==> config.mk <==
export PLATFORM = sky130hd
export DESIGN_NAME = sdram_arbiter
export DESIGN_NICKNAME = d
export VERILOG_FILES = /design/src/rtl/sdram_arb_pkg.sv /design/src/rtl/sdram_arb_tag_fifo.sv /design/src/rtl/sdram_arbiter.sv
export SDC_FILE = /design/constraint.sdc
export NUM_CORES = 1
export LEC_CHECK = 0
export ABC_AREA = 1
export BUFFER_PORTS_ARGS = -buffer_cell sky130_fd_sc_hd__buf_2
export CAP_MARGIN = 10
export CORE_MARGIN = 2
export CORE_UTILIZATION = 30
export DETAILED_ROUTE_END_ITERATION = 16
export GPL_TIMING_DRIVEN = 0
export RECOVER_POWER = 25
export SLEW_MARGIN = 20
export SYNTH_ARGS = -nofsm -noshare
export SYNTH_HDL_FRONTEND = slang
export SYNTH_HIERARCHICAL = 1
export SYNTH_SLANG_ARGS = --single-unit
==> constraint.sdc <==
create_clock -name clk_clk -period 2.22 [get_ports clk_clk]
set_input_delay 0.222 -clock clk_clk [delete_from_list [all_inputs] [get_ports clk_clk]]
set_output_delay 0.222 -clock clk_clk [all_outputs]
set_load 0.01 [all_outputs]
==> src/rtl/sdram_arb_pkg.sv <==
// Shared types and default sizing for the two-port SDRAM arbiter.
// No logic; pure declarations.
// No flow control; consumed by sdram_arbiter and sdram_arb_tag_fifo.
package sdram_arb_pkg;

    // Arbiter ownership states: nobody, port 0 or port 1 holds the grant.
    typedef enum logic [1:0] {
        IDLE = 2'd0,
        OWN0 = 2'd1,
        OWN1 = 2'd2
    } arb_state_t;

    // Identifies an issuing port; stored per outstanding read.
    typedef logic port_id_t;

    localparam int ADDR_W_DFLT   = 25;
    localparam int DATA_W_DFLT   = 16;
    localparam int HOLD_MAX_DFLT = 8;
    localparam int MAX_PEND_DFLT = 8;

    // Ownership state that corresponds to a given port.
    function automatic arb_state_t own_state(input port_id_t id);
        return id ? OWN1 : OWN0;
    endfunction

endpackage

==> src/rtl/sdram_arb_tag_fifo.sv <==
// Tag FIFO: remembers which port issued each outstanding SDRAM read, in issue order.
// Head is combinational from storage; push/pop take effect on the next clock.
// Push is dropped when full unless a pop happens in the same cycle; pop on empty is ignored.
module sdram_arb_tag_fifo
    import sdram_arb_pkg::*;
#(
    parameter  int DEPTH = MAX_PEND_DFLT,
    localparam int PTR_W = $clog2(DEPTH),
    localparam int CNT_W = PTR_W + 1
) (
    input  logic             clk,
    input  logic             rst,
    input  logic             push_vld,
    input  port_id_t         push_dat,
    input  logic             pop_vld,
    output port_id_t         head_dat,
    output logic             full,
    output logic             empty,
    output logic [CNT_W-1:0] count
);

    port_id_t         mem [DEPTH];
    logic [PTR_W-1:0] wr_ptr;
    logic [PTR_W-1:0] rd_ptr;
    logic             do_push;
    logic             do_pop;

    assign full     = (count == CNT_W'(DEPTH));
    assign empty    = (count == '0);
    assign do_pop   = pop_vld & ~empty;
    // A slot freed by this cycle's pop can be refilled in the same cycle.
    assign do_push  = push_vld & (~full | do_pop);
    assign head_dat = mem[rd_ptr];

    // Tag storage; contents need no reset since count gates every read.
    always_ff @(posedge clk) begin
        if (do_push) begin
            mem[wr_ptr] <= push_dat;
        end
    end

    // Pointers wrap naturally because DEPTH is a power of two.
    always_ff @(posedge clk) begin
        if (rst) begin
            wr_ptr <= '0;
            rd_ptr <= '0;
            count  <= '0;
        end else begin
            if (do_push) begin
                wr_ptr <= wr_ptr + 1'b1;
            end
            if (do_pop) begin
                rd_ptr <= rd_ptr + 1'b1;
            end
            case ({do_push, do_pop})
                2'b10:   count <= count + 1'b1;
                2'b01:   count <= count - 1'b1;
                default: count <= count;
            endcase
        end
    end

endmodule

==> src/rtl/sdram_arbiter.sv <==
// Round-robin arbiter sharing one Avalon-MM SDRAM controller between two masters, with read-return routing.
// 1 cycle grant latency from IDLE; commands then pass through combinationally; read data routing is combinational.
// Owner sees the controller's waitrequest; the other port is held; reads stall while MAX_PEND reads are outstanding.
module sdram_arbiter
    import sdram_arb_pkg::*;
#(
    parameter int ADDR_W   = ADDR_W_DFLT,
    parameter int DATA_W   = DATA_W_DFLT,
    parameter int HOLD_MAX = HOLD_MAX_DFLT,
    parameter int MAX_PEND = MAX_PEND_DFLT
) (
    input  logic                clk_clk,
    input  logic                reset_reset,

    input  logic [ADDR_W-1:0]   m0_address,
    input  logic                m0_read,
    input  logic                m0_write,
    input  logic [DATA_W-1:0]   m0_writedata,
    input  logic [DATA_W/8-1:0] m0_byteenable,
    output logic                m0_waitrequest,
    output logic [DATA_W-1:0]   m0_readdata,
    output logic                m0_readdatavalid,

    input  logic [ADDR_W-1:0]   m1_address,
    input  logic                m1_read,
    input  logic                m1_write,
    input  logic [DATA_W-1:0]   m1_writedata,
    input  logic [DATA_W/8-1:0] m1_byteenable,
    output logic                m1_waitrequest,
    output logic [DATA_W-1:0]   m1_readdata,
    output logic                m1_readdatavalid,

    output logic [ADDR_W-1:0]   s_address,
    output logic                s_read,
    output logic                s_write,
    output logic [DATA_W-1:0]   s_writedata,
    output logic [DATA_W/8-1:0] s_byteenable,
    input  logic                s_waitrequest,
    input  logic [DATA_W-1:0]   s_readdata,
    input  logic                s_readdatavalid,

    output logic                arb_err
);

    localparam int BE_W  = DATA_W / 8;
    localparam int CNT_W = $clog2(MAX_PEND) + 1;

    typedef struct packed {
        logic              rd;
        logic              wr;
        logic [ADDR_W-1:0] addr;
        logic [DATA_W-1:0] wdat;
        logic [BE_W-1:0]   be;
    } cmd_t;

    arb_state_t       state;
    logic [7:0]       hold_cnt;
    logic [8:0]       hold_inc;
    port_id_t         last_served;
    port_id_t         own_id;
    port_id_t         oth_id;
    logic             owned;

    cmd_t             m_cmd [2];
    cmd_t             fwd_cmd;
    logic [1:0]       req;
    logic [1:0]       cmd_any;
    logic             rd_ok;
    logic             accept;

    logic             tag_push_vld;
    logic             tag_full;
    logic             tag_empty;
    port_id_t         tag_head_dat;
    logic [CNT_W-1:0] tag_count;

    // Read+write together is a protocol error; the read wins.
    assign m_cmd[0] = '{rd: m0_read, wr: m0_write & ~m0_read, addr: m0_address,
                        wdat: m0_writedata, be: m0_byteenable};
    assign m_cmd[1] = '{rd: m1_read, wr: m1_write & ~m1_read, addr: m1_address,
                        wdat: m1_writedata, be: m1_byteenable};

    // A returning read frees its tag slot in the same cycle, so a waiting read may go.
    assign rd_ok = ~tag_full | s_readdatavalid;

    assign cmd_any[0] = m_cmd[0].rd | m_cmd[0].wr;
    assign cmd_any[1] = m_cmd[1].rd | m_cmd[1].wr;
    assign req[0]     = m_cmd[0].wr | (m_cmd[0].rd & rd_ok);
    assign req[1]     = m_cmd[1].wr | (m_cmd[1].rd & rd_ok);

    assign owned   = (state != IDLE);
    assign own_id  = (state == OWN1);
    assign oth_id  = ~own_id;
    assign fwd_cmd = m_cmd[own_id];

    assign s_address    = fwd_cmd.addr;
    assign s_writedata  = fwd_cmd.wdat;
    assign s_byteenable = fwd_cmd.be;
    assign s_read       = owned & fwd_cmd.rd & rd_ok;
    assign s_write      = owned & fwd_cmd.wr;
    assign accept       = (s_read | s_write) & ~s_waitrequest;

    // A held-off read must see waitrequest even when the controller is ready.
    assign m0_waitrequest = (state != OWN0) | s_waitrequest | (m_cmd[0].rd & ~rd_ok);
    assign m1_waitrequest = (state != OWN1) | s_waitrequest | (m_cmd[1].rd & ~rd_ok);

    assign m0_readdata      = s_readdata;
    assign m1_readdata      = s_readdata;
    assign m0_readdatavalid = s_readdatavalid & ~tag_empty & (tag_head_dat == 1'b0);
    assign m1_readdatavalid = s_readdatavalid & ~tag_empty & (tag_head_dat == 1'b1);

    assign hold_inc     = {1'b0, hold_cnt} + 9'd1;
    assign tag_push_vld = s_read & ~s_waitrequest;

    sdram_arb_tag_fifo #(
        .DEPTH (MAX_PEND)
    ) u_tag_fifo (
        .clk      (clk_clk),
        .rst      (reset_reset),
        .push_vld (tag_push_vld),
        .push_dat (own_id),
        .pop_vld  (s_readdatavalid),
        .head_dat (tag_head_dat),
        .full     (tag_full),
        .empty    (tag_empty),
        .count    (tag_count)
    );

    // Grant FSM: round-robin on ties, hand over on owner idle or hold expiry, never mid-command.
    always_ff @(posedge clk_clk) begin
        if (reset_reset) begin
            state       <= IDLE;
            hold_cnt    <= '0;
            last_served <= 1'b1;
        end else begin
            case (state)
                IDLE: begin
                    hold_cnt <= '0;
                    if (req[0] && req[1]) begin
                        state <= last_served ? OWN0 : OWN1;
                    end else if (req[0]) begin
                        state <= OWN0;
                    end else if (req[1]) begin
                        state <= OWN1;
                    end
                end
                OWN0, OWN1: begin
                    if (!req[own_id] && req[oth_id]) begin
                        state       <= own_state(oth_id);
                        hold_cnt    <= '0;
                        last_served <= own_id;
                    end else if (!cmd_any[own_id] && !req[oth_id]) begin
                        state       <= IDLE;
                        hold_cnt    <= '0;
                        last_served <= own_id;
                    end else if (accept) begin
                        if ((hold_inc >= 9'(HOLD_MAX)) && req[oth_id]) begin
                            state       <= own_state(oth_id);
                            hold_cnt    <= '0;
                            last_served <= own_id;
                        end else if (hold_cnt != '1) begin
                            hold_cnt <= hold_cnt + 1'b1;
                        end
                    end
                end
                default: begin
                    state    <= IDLE;
                    hold_cnt <= '0;
                end
            endcase
        end
    end

    // Sticky flag for read data that no outstanding read can claim.
    always_ff @(posedge clk_clk) begin
        if (reset_reset) begin
            arb_err <= 1'b0;
        end else if (s_readdatavalid && (tag_count == '0)) begin
            arb_err <= 1'b1;
        end
    end

endmodule

==> impl_metrics.json <==
{
  "status": "completed",
  "tightestPinTransition_ps": 388,
  "path_buf_inv": 5,
  "grt_overflow_total": 0,
  "cp_top_family": "simple AND/OR/NAND/NOR gates",
  "end_kind": "flip-flop",
  "cp-start-kind": "flip-flop",
  "die_w_um": 102,
  "post_drt_via_cell_ratio": 4.23,
  "final_max_slew_viol_count": 0,
  "root_buffer": "clkbuf_8",
  "numCtsBuffers": 5,
  "leakage_nw": 2.21,
  "grt_usage_pct": 16.2,
  "cpMostUsedCell": "inv_2",
  "syn_inst": 450,
  "total_power_mw": 3.87,
  "layout-drive-gt1-share_pct": 41.0,
  "grt_first_pass_wirelength_mm": 13.5,
  "synth.avg_cell_area_um2": 6.38,
  "worstPathArrival_ps": 2300,
  "grt_pass1_vias": 2986,
  "period_minus_slack_ps": 2120,
  "vdd_ir_drop_max_v": 0.000350,
  "ys_warn_count": 6,
  "n_fill_cell": 993,
  "core_um2": 9240,
  "antennaDiodeCount": 0,
  "place.gp.congestion": 0.946,
  "synth_flop_cell": "dfxtp_1",
  "cts_sinks": 33,
  "area_delta_synth_final_pct": 44.3,
  "first_iter_violations": 80,
  "fin_crit_sh_pct": 95.3,
  "hp-class": "primary input to flip-flop",
  "timing.fmax_mhz": 473,
  "ios": 192,
  "skew_ps": 11.7,
  "ys_seq_area_share_pct": 25.8,
  "io_buffers": 175,
  "drc": 0,
  "hpwlAfterDp_mm": 7.29,
  "die_h_um": 102,
  "slew_headroom_pct": 74.1,
  "grt_max_degree": 11,
  "synth-edff-count": 8,
  "cp_max_fo": 4,
  "cpMaxStageDelayCell": "dfxtp_2",
  "worstPathRequired_ps": 2410,
  "power.density_nw_per_um2": 935,
  "setup_viol": 0,
  "synthArstFlopShare_pct": 0,
  "cts.clk_slew.worst_paths_ps": 70,
  "cts_tree": "done",
  "h-tree-depth": 2,
  "max_stage_delay_ps": 340,
  "fin_tns_setup_ps": 0,
  "crit_type": "flip-flop to flip-flop",
  "first_pass_iters": 4,
  "ys_seq_elements": 33,
  "antenna_found_initial": 0,
  "die-area_um2": 10400,
  "initial_core_util_pct": 31.0,
  "yosysUniqueCellTypes": 39,
  "wire_per_inst_um": 11.1,
  "maxCapViolCount": 0,
  "ant_nets": 0,
  "clkLatencyLatePin_ps": 290,
  "synth_nets": 571,
  "rows": 35,
  "vias": 3260,
  "cts_buffer_depth": 2,
  "fin_nets": 761,
  "synth_area_um2": 2870,
  "hold_violations": 0,
  "wirelength_mm": 8.57,
  "path_cells": "inv_2 > ha_4 > inv_2 > nand2_1 > o21ai_1 > nor3_4 > nand2_2 > inv_2 > inv_2 > nand3_4 > inv_4 > ha_4 > nand3_1 > nand3_1 > nand2_2 > a21oi_2 > nor2_1"
}
==> through the flow <==
step / utilization, % / hold WS (ps) / cell area (um^2) / instances / setup WS [ps]
floorplan: - / 281 / 2920 / 450 / 24.2
global placement: 42.8 / 438 / 3960 / 754 / -114
detailed placement: 42.8 / 444 / 3960 / 754 / -159
CTS: 44.5 / 236 / 4110 / 766 / 6.10
global route: 44.8 / 254 / 4140 / 770 / -8.67
finish: 44.8 / 231 / 4140 / 770 / 104
==> kinds of logic after synthesis <==
family / Yosys count / share of synthesized area, %
AND/OR/NAND/NOR: 276 / 43.7
buffers and inverters: 87 / 15.7
AO/OA/AOI/OAI: 40 / 8.85
flip-flops: 33 / 25.8
adder cells (fa/ha/maj): 11 / 5.06
XOR/XNOR: 3 / 0.916
==> cell usage after synthesis, drive strengths merged (2+ instances only) <==
| cell type | count | area share (%) |
|---|---|---|
| edfxtp | 8 | 8.4 |
| ha | 10 | 4.4 |
| nor2 | 45 | 7.6 |
| a21boi | 2 | 0.52 |
| xor2 | 2 | 0.61 |
| dfxtp | 25 | 17 |
| buf | 41 | 9.6 |
| o21a | 6 | 1.6 |
| nand3 | 29 | 6.5 |
| o21ai | 14 | 2.7 |
| nand2 | 195 | 28 |
| a21oi | 16 | 3.6 |
| inv | 44 | 5.8 |
| nor3 | 3 | 1.1 |
==> layout by cell type, fill, tap and decap left out, types with 4 or more instances in the layout <==
| cell | count |
|---|---|
| clkbuf_8 | 6 |
| nand2_4 | 4 |
| buf_4 | 39 |
| a21oi_2 | 4 |
| nand2_1 | 178 |
| inv_2 | 10 |
| edfxtp_1 | 8 |
| o21ai_1 | 4 |
| nor2_4 | 5 |
| buf_2 | 149 |
| ha_1 | 7 |
| clkbuf_1 | 31 |
| nand3_1 | 21 |
| o21ai_0 | 8 |
| dfxtp_1 | 20 |
| nor2_1 | 35 |
| dfxtp_2 | 4 |
| nand3_2 | 5 |
| o21a_1 | 6 |
| nor2_2 | 5 |
| a21oi_1 | 10 |
| inv_1 | 33 |
| nand2_2 | 13 |
==> area by class of cell <==
cell class                      instances  area, um^2  share of cell area [%]
Inverter                               45         171                    4.14
Buffer                                 42         285                    6.89
Clock buffer                            7        86.3                    2.09
Multi-Input combinational cell        330        1750                    42.3
Timing Repair Buffer                  183         903                    21.8
Sequential cell                        33         749                    18.1
Tap cell                              129         161                    3.90
Clock inverter                          1        30.0                   0.725
==> registers in the layout, indices dropped and copies added, names as in the netlist, named ones only <==
signal / count
u_tag_fifo/wr_ptr: 3
u_tag_fifo/count: 4
hold_cnt: 8
last_served: 1
state: 2
u_tag_fifo/mem: 8
u_tag_fifo/rd_ptr: 3
arb_err: 1
==> what timing repair did <==
| action | 4_1_cts | 5_1_grt |
|---|---|---|
| hold buffers | 0 | 0 |
| hold endpoints to repair | 0 | 0 |
| cloned | 0 | 0 |
| pin swaps | 2 | 4 |
| endpoints found under the setup margin | 2 | 37 |
| gates resized for setup | 4 | 12 |
| buffers inserted | 4 | 4 |
==> power breakdown <==
part | total (mW) | leakage [nW] | switching, mW | internal (mW)
sequential | 0.870 | 0.280 | 0.119 | 0.751
combinational | 2.42 | 1.87 | 1.45 | 0.965
clock | 0.584 | 0.0585 | 0.218 | 0.366
total | 3.87 | 2.21 | 1.79 | 2.08
==> routing by layer <==
metal,GRT usage (%),wire [um]
met3,4.42,577
met1,19.6,3550
met4,4.26,150
met2,28.1,4290
met5,0,0
==> path summary, 6_finish.rpt <==
| check | startpoint | end | slack, ps | depth (start not counted) |
|---|---|---|---|---|
| worst max-delay path | state[0] | u_tag_fifo/count[3] | 100 | 17 |
| worst min register to register | arb_err | arb_err | 450 | 2 |
| worst min-delay path | reset_reset | u_tag_fifo/count[0] | 230 | 2 |
| worst max register to register | state[0] | u_tag_fifo/count[3] | 100 | 17 |
Power figures use the tool's default switching activity.
